## config.mk

```make
export PLATFORM = sky130hd
export DESIGN_NAME = store_buffer_ctrl
export DESIGN_NICKNAME = d
export VERILOG_FILES = /design/src/rtl/store_buffer_ctrl.sv
export SDC_FILE = /design/constraint.sdc
export NUM_CORES = 1
export LEC_CHECK = 0
export ABC_CLOCK_PERIOD_IN_PS = 3500
export CORE_UTILIZATION = 54
export DETAILED_ROUTE_END_ITERATION = 8
export PLACE_DENSITY_LB_ADDON = 0.08
export SYNTH_ARGS = -nofsm -noshare
export SYNTH_HDL_FRONTEND = slang
export SYNTH_SLANG_ARGS = --single-unit
export TNS_END_PERCENT = 30
```

## constraint.sdc

```tcl
create_clock -name clk -period 3.5 [get_ports clk]
set_clock_uncertainty 0.15 [all_clocks]
set_input_delay 0.35 -clock clk [delete_from_list [all_inputs] [get_ports clk]]
set_output_delay 0.35 -clock clk [all_outputs]
set_load 0.01 [all_outputs]
```

## src/rtl/store_buffer_ctrl.sv

```systemverilog
// Store buffer and drain scheduler sitting between the MEM stage and the
// single-port data SRAM. Stores are converted to lane-aligned data and an
// active-low bit-write mask on entry, queued in a FIFO and written to the
// SRAM whenever the load path leaves the port free.
module store_buffer_ctrl #(
   parameter int DEPTH  = 4,
   parameter int ADDR_W = 32
) (
   input  logic                       clk,
   input  logic                       rst,
   input  logic                       st_valid,
   output logic                       st_ready,
   input  logic [2:0]                 st_funct3,
   input  logic [ADDR_W-1:0]          st_addr,
   input  logic [31:0]                st_data,
   input  logic                       ld_check_valid,
   input  logic [ADDR_W-1:0]          ld_addr,
   output logic                       ld_stall,
   input  logic                       flush_req,
   output logic                       drain_done,
   input  logic                       mem_grant,
   output logic                       mem_web,
   output logic [31:0]                mem_bweb,
   output logic [ADDR_W-1:0]          mem_addr,
   output logic [31:0]                mem_wdata,
   output logic [$clog2(DEPTH):0]     count
);

   localparam int PW = $clog2(DEPTH);
   localparam int CW = PW + 1;
   localparam int WW = ADDR_W - 2;

   localparam logic [1:0] ST_IDLE  = 2'd0;
   localparam logic [1:0] ST_DRAIN = 2'd1;
   localparam logic [1:0] ST_FLUSH = 2'd2;

   logic [1:0]    state_q, state_d;
   logic [CW-1:0] count_q, count_d;
   logic [PW-1:0] head_q, head_d;
   logic [PW-1:0] tail_q, tail_d;
   logic [DEPTH-1:0] valid_q, valid_d;
   logic          flush_prev_q, flush_prev_d;

   logic [WW-1:0] ent_addr_q  [DEPTH];
   logic [WW-1:0] ent_addr_d  [DEPTH];
   logic [31:0]   ent_wdata_q [DEPTH];
   logic [31:0]   ent_wdata_d [DEPTH];
   logic [31:0]   ent_bweb_q  [DEPTH];
   logic [31:0]   ent_bweb_d  [DEPTH];

   logic          push;
   logic          pop;
   logic          flush_rise;
   logic [31:0]   conv_wdata;
   logic [31:0]   conv_bweb;
   logic          addr_hit;

   // Only the word address of a load and the size bits of funct3 matter.
   logic          unused_bits;
   assign unused_bits = ^{st_funct3[2], ld_addr[1:0]};

   assign count = count_q;

   // Handshake and event decode for this cycle.
   always_comb begin
      st_ready   = (count_q < CW'(DEPTH)) && (state_q != ST_FLUSH);
      push       = st_valid && st_ready;
      pop        = (count_q != '0) && mem_grant;
      flush_rise = flush_req && !flush_prev_q;
      drain_done = (state_q == ST_FLUSH) && (count_q == '0);
   end

   // Align store data to its byte lanes and build the active-low write mask.
   always_comb begin
      // NOTE: every output of a combinational block gets a default first, so no path leaves it unassigned and no latch is inferred.
      conv_wdata = st_data;
      conv_bweb  = '0;
      casez ({st_funct3[1:0], st_addr[1:0]})
         4'b00??: begin
            conv_wdata = {24'b0, st_data[7:0]} << {st_addr[1:0], 3'b000};
            conv_bweb  = ~(32'h0000_00FF << {st_addr[1:0], 3'b000});
         end
         4'b0100: begin
            conv_wdata = {16'b0, st_data[15:0]};
            conv_bweb  = 32'hFFFF_0000;
         end
         4'b0110: begin
            conv_wdata = {st_data[15:0], 16'b0};
            conv_bweb  = 32'h0000_FFFF;
         end
         default: ;
      endcase
   end

   // FIFO pointer, occupancy and entry updates.
   always_comb begin
      head_d       = head_q;
      tail_d       = tail_q;
      valid_d      = valid_q;
      ent_addr_d   = ent_addr_q;
      ent_wdata_d  = ent_wdata_q;
      ent_bweb_d   = ent_bweb_q;
      flush_prev_d = flush_req;

      if (pop) begin
         valid_d[head_q] = 1'b0;
         head_d          = head_q + 1'b1;
      end
      if (push) begin
         valid_d[tail_q]     = 1'b1;
         ent_addr_d[tail_q]  = st_addr[ADDR_W-1:2];
         ent_wdata_d[tail_q] = conv_wdata;
         ent_bweb_d[tail_q]  = conv_bweb;
         tail_d              = tail_q + 1'b1;
      end

      case ({push, pop})
         2'b10:   count_d = count_q + 1'b1;
         2'b01:   count_d = count_q - 1'b1;
         default: count_d = count_q;
      endcase
   end

   // Drain/flush state machine.
   always_comb begin
      state_d = state_q;
      case (state_q)
         ST_IDLE: begin
            if (flush_rise)  state_d = ST_FLUSH;
            else if (push)   state_d = ST_DRAIN;
         end
         ST_DRAIN: begin
            if (flush_rise)
               state_d = ST_FLUSH;
            else if (pop && !push && (count_q == CW'(1)))
               state_d = ST_IDLE;
         end
         ST_FLUSH: begin
            if (count_q == '0) state_d = ST_IDLE;
         end
         default: state_d = ST_IDLE;
      endcase
   end

   // Word-address hazard between a load in MEM and any buffered or incoming store.
   always_comb begin
      addr_hit = 1'b0;
      for (int i = 0; i < DEPTH; i++) begin
         if (valid_q[i] && (ent_addr_q[i] == ld_addr[ADDR_W-1:2])) addr_hit = 1'b1;
      end
      if (push && (st_addr[ADDR_W-1:2] == ld_addr[ADDR_W-1:2])) addr_hit = 1'b1;
      ld_stall = ld_check_valid && addr_hit;
   end

   // SRAM write port driven straight from the head entry.
   always_comb begin
      mem_web   = 1'b1;
      mem_bweb  = 32'hFFFF_FFFF;
      mem_addr  = '0;
      mem_wdata = '0;
      if (count_q != '0) begin
         mem_web   = 1'b0;
         mem_bweb  = ent_bweb_q[head_q];
         mem_addr  = {ent_addr_q[head_q], 2'b00};
         mem_wdata = ent_wdata_q[head_q];
      end
   end

   // Control state registers with synchronous reset.
   always_ff @(posedge clk) begin
      // NOTE: sequential state uses non-blocking assignment so every flop samples pre-edge values regardless of statement order.
      if (rst) begin
         state_q      <= ST_IDLE;
         count_q      <= '0;
         head_q       <= '0;
         tail_q       <= '0;
         valid_q      <= '0;
         flush_prev_q <= 1'b0;
      end else begin
         state_q      <= state_d;
         count_q      <= count_d;
         head_q       <= head_d;
         tail_q       <= tail_d;
         valid_q      <= valid_d;
         flush_prev_q <= flush_prev_d;
      end
   end

   // Entry payload storage.
   always_ff @(posedge clk) begin
      // NOTE: payload arrays are not reset; valid_q and count_q alone decide whether an entry is ever used.
      ent_addr_q  <= ent_addr_d;
      ent_wdata_q <= ent_wdata_d;
      ent_bweb_q  <= ent_bweb_d;
   end

endmodule

```

Yosys cells after proc, flatten, opt, wreduce, memory -nomap -nowiden
Cells that the tools add are included.
W data, S select, Z words.
{"block": "word_totals", "out_inout_bits": 103, "input_bits": 105, "word_cells": 118, "ff_bits": 390}
{"block": "op_classes", "addsub": 4, "n_reduce_logical": 24, "n_eq_ne": 16, "n_lt_le_gt_ge": 8, "shifts": 2, "mux": 40, "n_bitwise": 6}
{"op": "$bwmux W128", "n": 2}
{"op": "$mux W32", "n": 8}
{"op": "$pmux W32 S3", "n": 2}
{"op": "$eq A30 B30 Y1", "n": 5}
{"op": "$bmux W32 S2", "n": 2}
{"op": "$bwmux W120", "n": 1}
{"op": "$mux W30", "n": 3}
{"op": "$demux W32 S2", "n": 1}
{"op": "$bmux W30 S2", "n": 1}
{"op": "$demux W30 S2", "n": 1}
{"op": "$not A32 Y32", "n": 1}
{"op": "$shl A8 B5 Y32", "n": 1}
{"op": "$shl A8 B5 Y32 const A", "n": 1}
{"op": "$logic_and A1 B1 Y1", "n": 16}
{"op": "$mux W2", "n": 5}
{"op": "$eq A4 B3 Y1 const B", "n": 2}
{"op": "$mux W1", "n": 8}
{"op": "$mux W4", "n": 2}
{"op": "$ge A3 B3 Y1 const B", "n": 2}
{"op": "$lt A2 B3 Y1 const B", "n": 2}
{"op": "$ne A3 B3 Y1 const B", "n": 2}
{"op": "$not A2 Y3", "n": 2}
{"op": "$pmux W2 S3", "n": 1}
{"op": "$pmux W3 S2", "n": 1}
{"op": "21 further kinds", "n": 28}

Logic depth before layout (Yosys ltp)
Gate-level depths: netlist of the first run.
{"block": "logic_depth", "word_depth": 9, "depth_mapped": 9, "mapped_depth_nobuf": 8}

Least setup slack after synthesis of the first run
Ideal clock, no wire load.
{"block": "synth_timing", "path_type": "register -> register", "from": "reg state_q[0]", "to": "reg ent_addr_q[0] (netlist name), enable pin", "stages_incl_launch_ff": 4, "period_less_slack_ns": 2.972, "setup_ns": 0.432, "t_arrival_ns": 2.391, "setup_slack_ns": 0.528, "path_buffers": 0, "t_required_ns": 2.918, "path_cell_list": "dfxtp_1 nor2b_4 nor3b_4 and2_1"}
{"block": "synth_between", "elab_chain_cells": 3}
{"item": "start, declared", "line": "37", "source": "logic [1:0] state_q, state_d;"}
{"item": "start signal, assigned", "line": "180", "source": "state_q <= state_d;"}
{"item": "$ne A2 B2 Y1", "line": "66", "source": "st_ready = (count_q < CW'(DEPTH)) && (state_q != ST_FLUSH);"}
{"item": "$logic_and A1 B1 Y1", "line": "66"}
{"item": "$logic_and A1 B1 Y1", "line": "67", "source": "push = st_valid && st_ready;"}
{"item": "end signal, assigned", "line": "192", "source": "ent_addr_q <= ent_addr_d;"}
{"item": "end, declared", "line": "44", "source": "logic [WW-1:0] ent_addr_q [DEPTH];"}
No other way between the ends.
A chain may end at the register's enable or synchronous reset.

Final worst setup path of the first run
{"block": "layout_timing", "from": "in st_addr[29]", "to": "out ld_stall"}
{"block": "layout_between", "elab_chain_cells": 4}
{"item": "start, declared", "line": "14", "source": "input logic [ADDR_W-1:0] st_addr,"}
{"item": "$eq A30 B30 Y1", "line": "151", "source": "if (push && (st_addr[ADDR_W-1:2] == ld_addr[ADDR_W-1:2])) addr_hit = 1'b1;"}
{"item": "$logic_and A1 B1 Y1", "line": "151"}
{"item": "$mux W1", "line": "151"}
{"item": "$logic_and A1 B1 Y1", "line": "152", "source": "ld_stall = ld_check_valid && addr_hit;"}
{"item": "end, declared", "line": "18", "source": "output logic ld_stall,"}
No other way between the ends.

==> results.py, run 1 <==
metrics = {
    "global_route": {
        "antenna_found_initial": 3,
        "overflow": 0,
        "met2_usage_pct": 44.30,
        "met3_usage_pct": 5.174,
        "grt_first_pass_wirelength_um": 46110,
        "grt_max_degree": 68,
        "grt.busiest_layer": "met2",
        "grt_util_all_layers_pct": 25.68,
        "gr-usage-met1_pct": 32.65,
        "grt_pass1_vias": 7767,
    },
    "worst_hold_path": {
        "min-delay-start": "flush_req",
        "min_path_type": "primary input to flop",
    },
    "setup_path": {
        "crit_type": "primary input to output pin",
        "cp_num_buf_inv": 3,
        "crit_path_frequent_cell": "clkdlybuf4s50_1",
        "cpLargestDelayFamily": "buffers and inverters",
        "crit_start": "st_addr[29]",
        "cp_slowest_cell": "clkdlybuf4s50_1",
        "start_kind": "primary input",
        "cp-end-kind": "output pin",
        "path_cells": "clkdlybuf4s50_1 > xor2_1 > nor4_2 > buf_4 > nand4_1 > or4_1 > a41oi_2 > clkdlybuf4s50_1",
        "worstPathRequired_ps": 3000,
        "cp_max_fo": 5,
        "worstReg2RegStart": "count[0]$_SDFFE_PP0P_",
        "worst_ep_arrival_time_ps": 2850,
        "cpPeakStageDelay_ps": 570,
    },
    "run": {
        "cap_viol_max_count": 0,
    },
    "layout": {
        "fin_area_mm2": 0.01653,
        "final_net_count": 1148,
        "seq_area_mm2": 0.008213,
        "final_layout_size_suffix_gt1_share_pct": 15.89,
        "stdcell_count": 1372,
        "multiInputGateArea_mm2": 0.004456,
        "area_delta_synth_final_pct": 25.47,
        "fillers": 1684,
    },
    "clocking": {
        "cts_tree": "built",
        "cts-root-buf": "clkbuf_16",
        "numCtsBuffers": 29,
        "path_clk_slew_ps": 60,
        "cts.htree.levels": 1,
        "cts.sinks": 278,
        "clk_path_buf_depth": 3,
        "cts_hold_buf": 0,
        "clk_latency_ps": 540,
        "postCtsSetupRepairBufs": 0,
    },
    "detailed_routing": {
        "drt-wirelength-per-cell_um": 22.95,
        "drc": 0,
        "dr.pass1.iters": 5,
        "drt-initial-drc-count": 502,
        "drtAntennaViolNets": 0,
        "vias": 7632,
        "routed_via_density": 5.563,
        "routed_wl_um": 31490,
    },
    "logic_synthesis": {
        "syn_avg_cell_area_um2": 15.78,
        "ys_top_cells_by_area": "edfxtp_1 60%, mux4_2 11%, xnor2_1 7.3%, nor2b_1 3.6%, xor2_1 2.8%",
        "synthCells": 835,
        "synth_cell_type_count": 40,
        "yosysWarnings": 0,
        "ys_ff_latch": 278,
        "synth_top_area_cell": "edfxtp_1",
        "ys_seq_area_share_pct": 62.31,
        "synth-edff-count": 264,
        "synth_top_flop_cell": "edfxtp_1",
        "synthArstFlopShare_pct": 0,
        "synth_top_area_share_pct": 60.18,
        "syn_area_mm2": 0.01317,
    },
    "place": {
        "hpwlAfterDp_um": 22170,
        "dp_cells": 1318,
        "place.gp.congestion": 0.9577,
        "portBuffers": 202,
        "dpl_cell_area_mm2": 0.01563,
    },
    "floorplan": {
        "die_h_um": 158.2,
        "num_rows": 56,
        "ios": 208,
        "die_x_um": 158.2,
        "start_util_pct": 55.62,
        "fp.coreArea_mm2": 0.02368,
        "die-area_mm2": 0.02502,
    },
    "pwr": {
        "p_leak_nw": 5.389,
        "p_per_area_mw_per_mm2": 684.2,
        "peakVddDrop_mv": 0.4736,
        "total_power_mw": 11.31,
    },
    "sta": {
        "rsz0062_at_grt": "false",
        "clock.fmax_ghz": 0.2985,
        "slew_headroom_pct": 41.69,
        "period_share_pct": 95.73,
        "setup_tns_ps": 0,
        "worstMarginPinSlew_ps": 867.9,
        "slew_violations": 0,
        "hold_viol_final": 0,
        "setup_viol": 0,
        "period_needed_ps": 3351,
    },
    "outcome": {
        "status": "finished, final reports clean",
    },
}
-- final timing paths --
path | endpoint | slack, ps | cells after the start
setup / recovery | ld_stall | 150 | 8
hold / removal | flush_prev_q$_SDFF_PP0_ | 250 | 2
setup reg to reg | count[2]$_SDFFE_PP0P_ | 1100 | 8
hold reg to reg | valid_q[1]$_SDFF_PP0_ | 350 | 2
-- sequential cells by signal (all words and copies together) (netlist names) --
| register | cells |
|---|---|
| count | 3 |
| ent_addr_q | 120 |
| ent_bweb_q | 16 |
| ent_wdata_q | 128 |
| flush_prev_q | 1 |
| head_q | 2 |
| state_q | 2 |
| tail_q | 2 |
| valid_q | 4 |
-- Yosys cell counts (all sizes together), types with 3 or more instances --
cell type and number:
edfxtp 264, xnor2 110, nor2b 76, mux4 66, buf 50, xor2 44
clkbuf 39, nand4 30, nand2 21, nor2 18, nor4 18, a22o 16
dfxtp 14, ha 13, a22oi 9, a21oi 8, inv 8, and2 6
mux2i 4, or2 4, nand2b 3
-- worst reg2reg max path, stage by stage (launching register included) --
cell and delay, ps:
dfxtp_1 360, inv_1 100, ha_1 150, nor2b_4 410, nor2b_1 90, buf_4 190
ha_1 380, or3_1 360, a21oi_1 140
-- cell type report --
type | instances | share of cell area (%)
multi-input cells | 461 | 26.96
well taps | 319 | 2.415
flip-flops and latches | 278 | 49.69
clock buffers | 37 | 4.573
diodes | 2 | 0.03028
repair buffers | 252 | 15.41
clock inverters | 15 | 0.7343
inverters | 8 | 0.1817
-- routing by layer --
layer  up-vias  share of wire (%)
li1       3490                  -
met1      3794                 40
met2       283                 51
met3        63                6.8
met4         2                2.7
met5         -              0.041
-- where the power goes --
part	switching (mW)	internal, mW	leakage, nW
Combinational	1.87	2.29	2.42
Sequential	0.233	4.05	2.55
Clock	1.20	1.66	0.424
-- logic make-up (layout without fill, tap and decap cells) --
| family | after synthesis | in the layout | share of synthesized area (%) |
|---|---|---|---|
| AO/OA/AOI/OAI | 38 | 38 | 2.194 |
| XOR/XNOR | 154 | 154 | 10.35 |
| flip-flops | 278 | 278 | 62.31 |
| other | 1 | 4 | 0.02847 |
| AND/OR/NAND/NOR | 184 | 184 | 8.159 |
| buffers and inverters | 97 | 312 | 4.132 |
| multiplexers | 70 | 70 | 11.59 |
| adder cells (fa/ha/maj) | 13 | 13 | 1.235 |
-- through the flow --
stage	setup slack, ps	hold WS (ps)	utilization [%]
2_1_floorplan	527.5	269.1	-
3_3_place_gp	43.70	316.5	65.98
3_5_place_dp	76.44	323.2	65.98
4_1_cts	50.70	236.6	69.69
5_1_grt	16.03	244.6	69.76
6_report	149.4	252.3	69.79
-- repair_timing --
| item | 4_1_cts | 5_1_grt |
|---|---|---|
| endpoints found under the setup margin | 0 | 1 |
| gates resized for setup | 0 | 3 |
| hold endpoints to repair | 0 | 0 |
-- placed cells by master, fill, tap and decap left out, drive strengths merged, types with 11 or more instances in the layout --
cell	n
buf	50
a22o	16
nor2	18
xor2	44
clkinv	11
xnor2	110
nor2b	76
nand2	21
nand4	30
nor4	18
dfxtp	14
mux4	66
clkdlybuf4s50	202
edfxtp	264
ha	13
clkbuf	37
Note: power is estimated with default switching activity, not from simulation.
==> run 2, diff against run 1 <==
--- a/config.mk
+++ b/config.mk
@@ -6,7 +6,7 @@
 export NUM_CORES = 1
 export LEC_CHECK = 0
 export ABC_CLOCK_PERIOD_IN_PS = 3500
-export CORE_UTILIZATION = 54
+export CORE_UTILIZATION = 45
 export DETAILED_ROUTE_END_ITERATION = 8
 export PLACE_DENSITY_LB_ADDON = 0.08
 export SYNTH_ARGS = -nofsm -noshare
==> results.py, run 2 (synthesis results as in run 1) <==
metrics = {
    "layout": {
        "layout_common_cells": "264 x edfxtp_1, 201 x clkdlybuf4s50_1, 110 x xnor2_1",
        "final_common_cell": "edfxtp_1",
        "top_register": "ent_wdata_q",
        "reg_top3": "ent_wdata_q x128, ent_addr_q x120, ent_bweb_q x16",
        "largest_reg_flops": 128,
        "stdcell_count": 1444,
        "final_layout_size_suffix_gt1_share_pct": 16.34,
        "area_delta_synth_final_pct": 26.33,
        "final_util_pct": 57.82,
        "final_net_count": 1153,
        "fillers": 2283,
    },
    "pwr": {
        "p_seq_share_pct": 37.6,
        "p_leak_nw": 5.445,
        "power_frac_comb_pct": 36.4,
        "peakVddDrop_mv": 0.4424,
        "switching_share_pct": 29.19,
        "p_per_area_mw_per_mm2": 684.5,
        "switching_power_mw": 3.325,
        "clockPowerShare_pct": 26.1,
        "p_int_mw": 8.066,
    },
    "detailed_routing": {
        "routed_via_density": 5.274,
        "routed_wl_um": 32350,
        "vias": 7616,
        "drt-initial-drc-count": 543,
        "drc": 0,
        "drtAntennaViolNets": 0,
        "drt-wirelength-per-cell_um": 22.40,
        "dr.pass1.iters": 4,
    },
    "clocking": {
        "cts.htree.levels": 1,
        "clk_path_buf_depth": 3,
        "cts_tree": "built",
        "postCtsSetupRepairBufs": 0,
        "cts-root-buf": "clkbuf_16",
        "cts_hold_buf": 0,
        "path_clk_slew_ps": 60,
        "numCtsBuffers": 30,
        "clk_latency_ps": 540,
        "cts.sinks": 278,
        "cts_resized": 0,
    },
    "place": {
        "portBuffers": 202,
        "dp_cells": 1387,
        "hpwlAfterDp_um": 22790,
        "place.gp.congestion": 0.9093,
    },
    "sta": {
        "slew_headroom_pct": 58.21,
        "period_needed_ps": 3221,
        "clock.fmax_ghz": 0.3105,
        "setup_tns_ps": 0,
        "setup_viol": 0,
        "rsz0062_at_grt": "false",
        "slew_violations": 0,
        "worstMarginPinSlew_ps": 624.9,
        "hold_viol_final": 0,
        "period_share_pct": 92.02,
    },
    "global_route": {
        "grt_max_degree": 68,
        "overflow": 0,
        "grt_first_pass_wirelength_um": 48420,
        "grt_util_all_layers_pct": 21.86,
        "antenna_found_initial": 1,
        "grt_pass1_vias": 7863,
    },
    "setup_path": {
        "cpLargestDelayFamily": "buffers and inverters",
        "crit_type": "flop to output pin",
        "cp_max_fo": 21,
        "cp-end-kind": "output pin",
        "cp_slowest_cell": "clkdlybuf4s50_1",
        "cpPeakStageDelay_ps": 530,
        "worstPathRequired_ps": 3000,
        "path_cells": "inv_1 > ha_1 > nor2b_4 > buf_4 > and2_1 > clkdlybuf4s50_1",
        "cp_num_buf_inv": 3,
        "worst_ep_arrival_time_ps": 2720,
        "start_kind": "flop",
        "cp_num_cells": 6,
        "r2r_cells": 8,
    },
    "worst_hold_path": {
        "min_path_cells": 2,
        "min_path_type": "primary input to flop",
    },
    "floorplan": {
        "ios": 208,
        "start_util_pct": 45.77,
        "die_h_um": 173.1,
        "fp.coreArea_mm2": 0.02878,
        "die_x_um": 173.1,
        "die-area_mm2": 0.02996,
        "num_rows": 62,
    },
    "outcome": {
        "status": "finished, final reports clean",
    },
    "run": {
        "cap_viol_max_count": 0,
    },
}
==> run 2: path summary, 6_finish.rpt <==
check / endpoint / from / slack [ps]
setup / recovery: drain_done / count[0]$_SDFFE_PP0P_ / 280
hold / removal: flush_prev_q$_SDFF_PP0_ / flush_req / 230
setup reg to reg: count[2]$_SDFFE_PP0P_ / count[0]$_SDFFE_PP0P_ / 1000
hold reg to reg: state_q[0]$_SDFFE_PP0P_ / state_q[1]$_SDFFE_PP0P_ / 340
==> run 2: through the flow <==
| step | hold WS, ps | total power [mW] | setup slack (ps) | cell area [µm²] |
|---|---|---|---|---|
| after floorplan | 269.1 | 6.677 | 527.5 | 13180 |
| after global placement | 315.9 | 8.555 | 120.7 | 15710 |
| after detailed placement | 334.2 | 8.555 | 77.23 | 15710 |
| after CTS | 219.0 | 11.54 | 53.56 | 16630 |
| after global routing | 237.4 | 11.92 | 100.3 | 16640 |
| final | 232.9 | 11.39 | 279.2 | 16640 |
==> run 2: layer usage <==
layer | wire length, µm | GRT usage (%)
met1 | 13290 | 28.16
met2 | 16440 | 38.47
met3 | 1958 | 3.980
met4 | 655 | 4.867
met5 | 0 | 0
==> run 2: area by class of cell <==
| cell class | instances | area [µm²] | area share, % |
|---|---|---|---|
| Clock inverter | 14 | 128.9 | 0.7744 |
| Multi-Input combinational cell | 461 | 4448 | 26.73 |
| Clock buffer | 42 | 795.8 | 4.782 |
| Inverter | 8 | 30.03 | 0.1805 |
| Timing Repair Buffer | 256 | 2542 | 15.28 |
| Tap cell | 384 | 480.5 | 2.887 |
| Sequential cell | 278 | 8213 | 49.35 |
| Antenna cell | 1 | 2.502 | 0.01504 |
==> run 2: power by group through the flow <==
stage | clock network (mW) | logic [mW] | registers [mW]
after floorplan | 0 | 2.43 | 4.24
after global placement | 0 | 4.21 | 4.34
after detailed placement | 0 | 4.20 | 4.36
after CTS | 3.03 | 4.23 | 4.29
after global routing | 3.15 | 4.44 | 4.32
final | 2.97 | 4.14 | 4.28
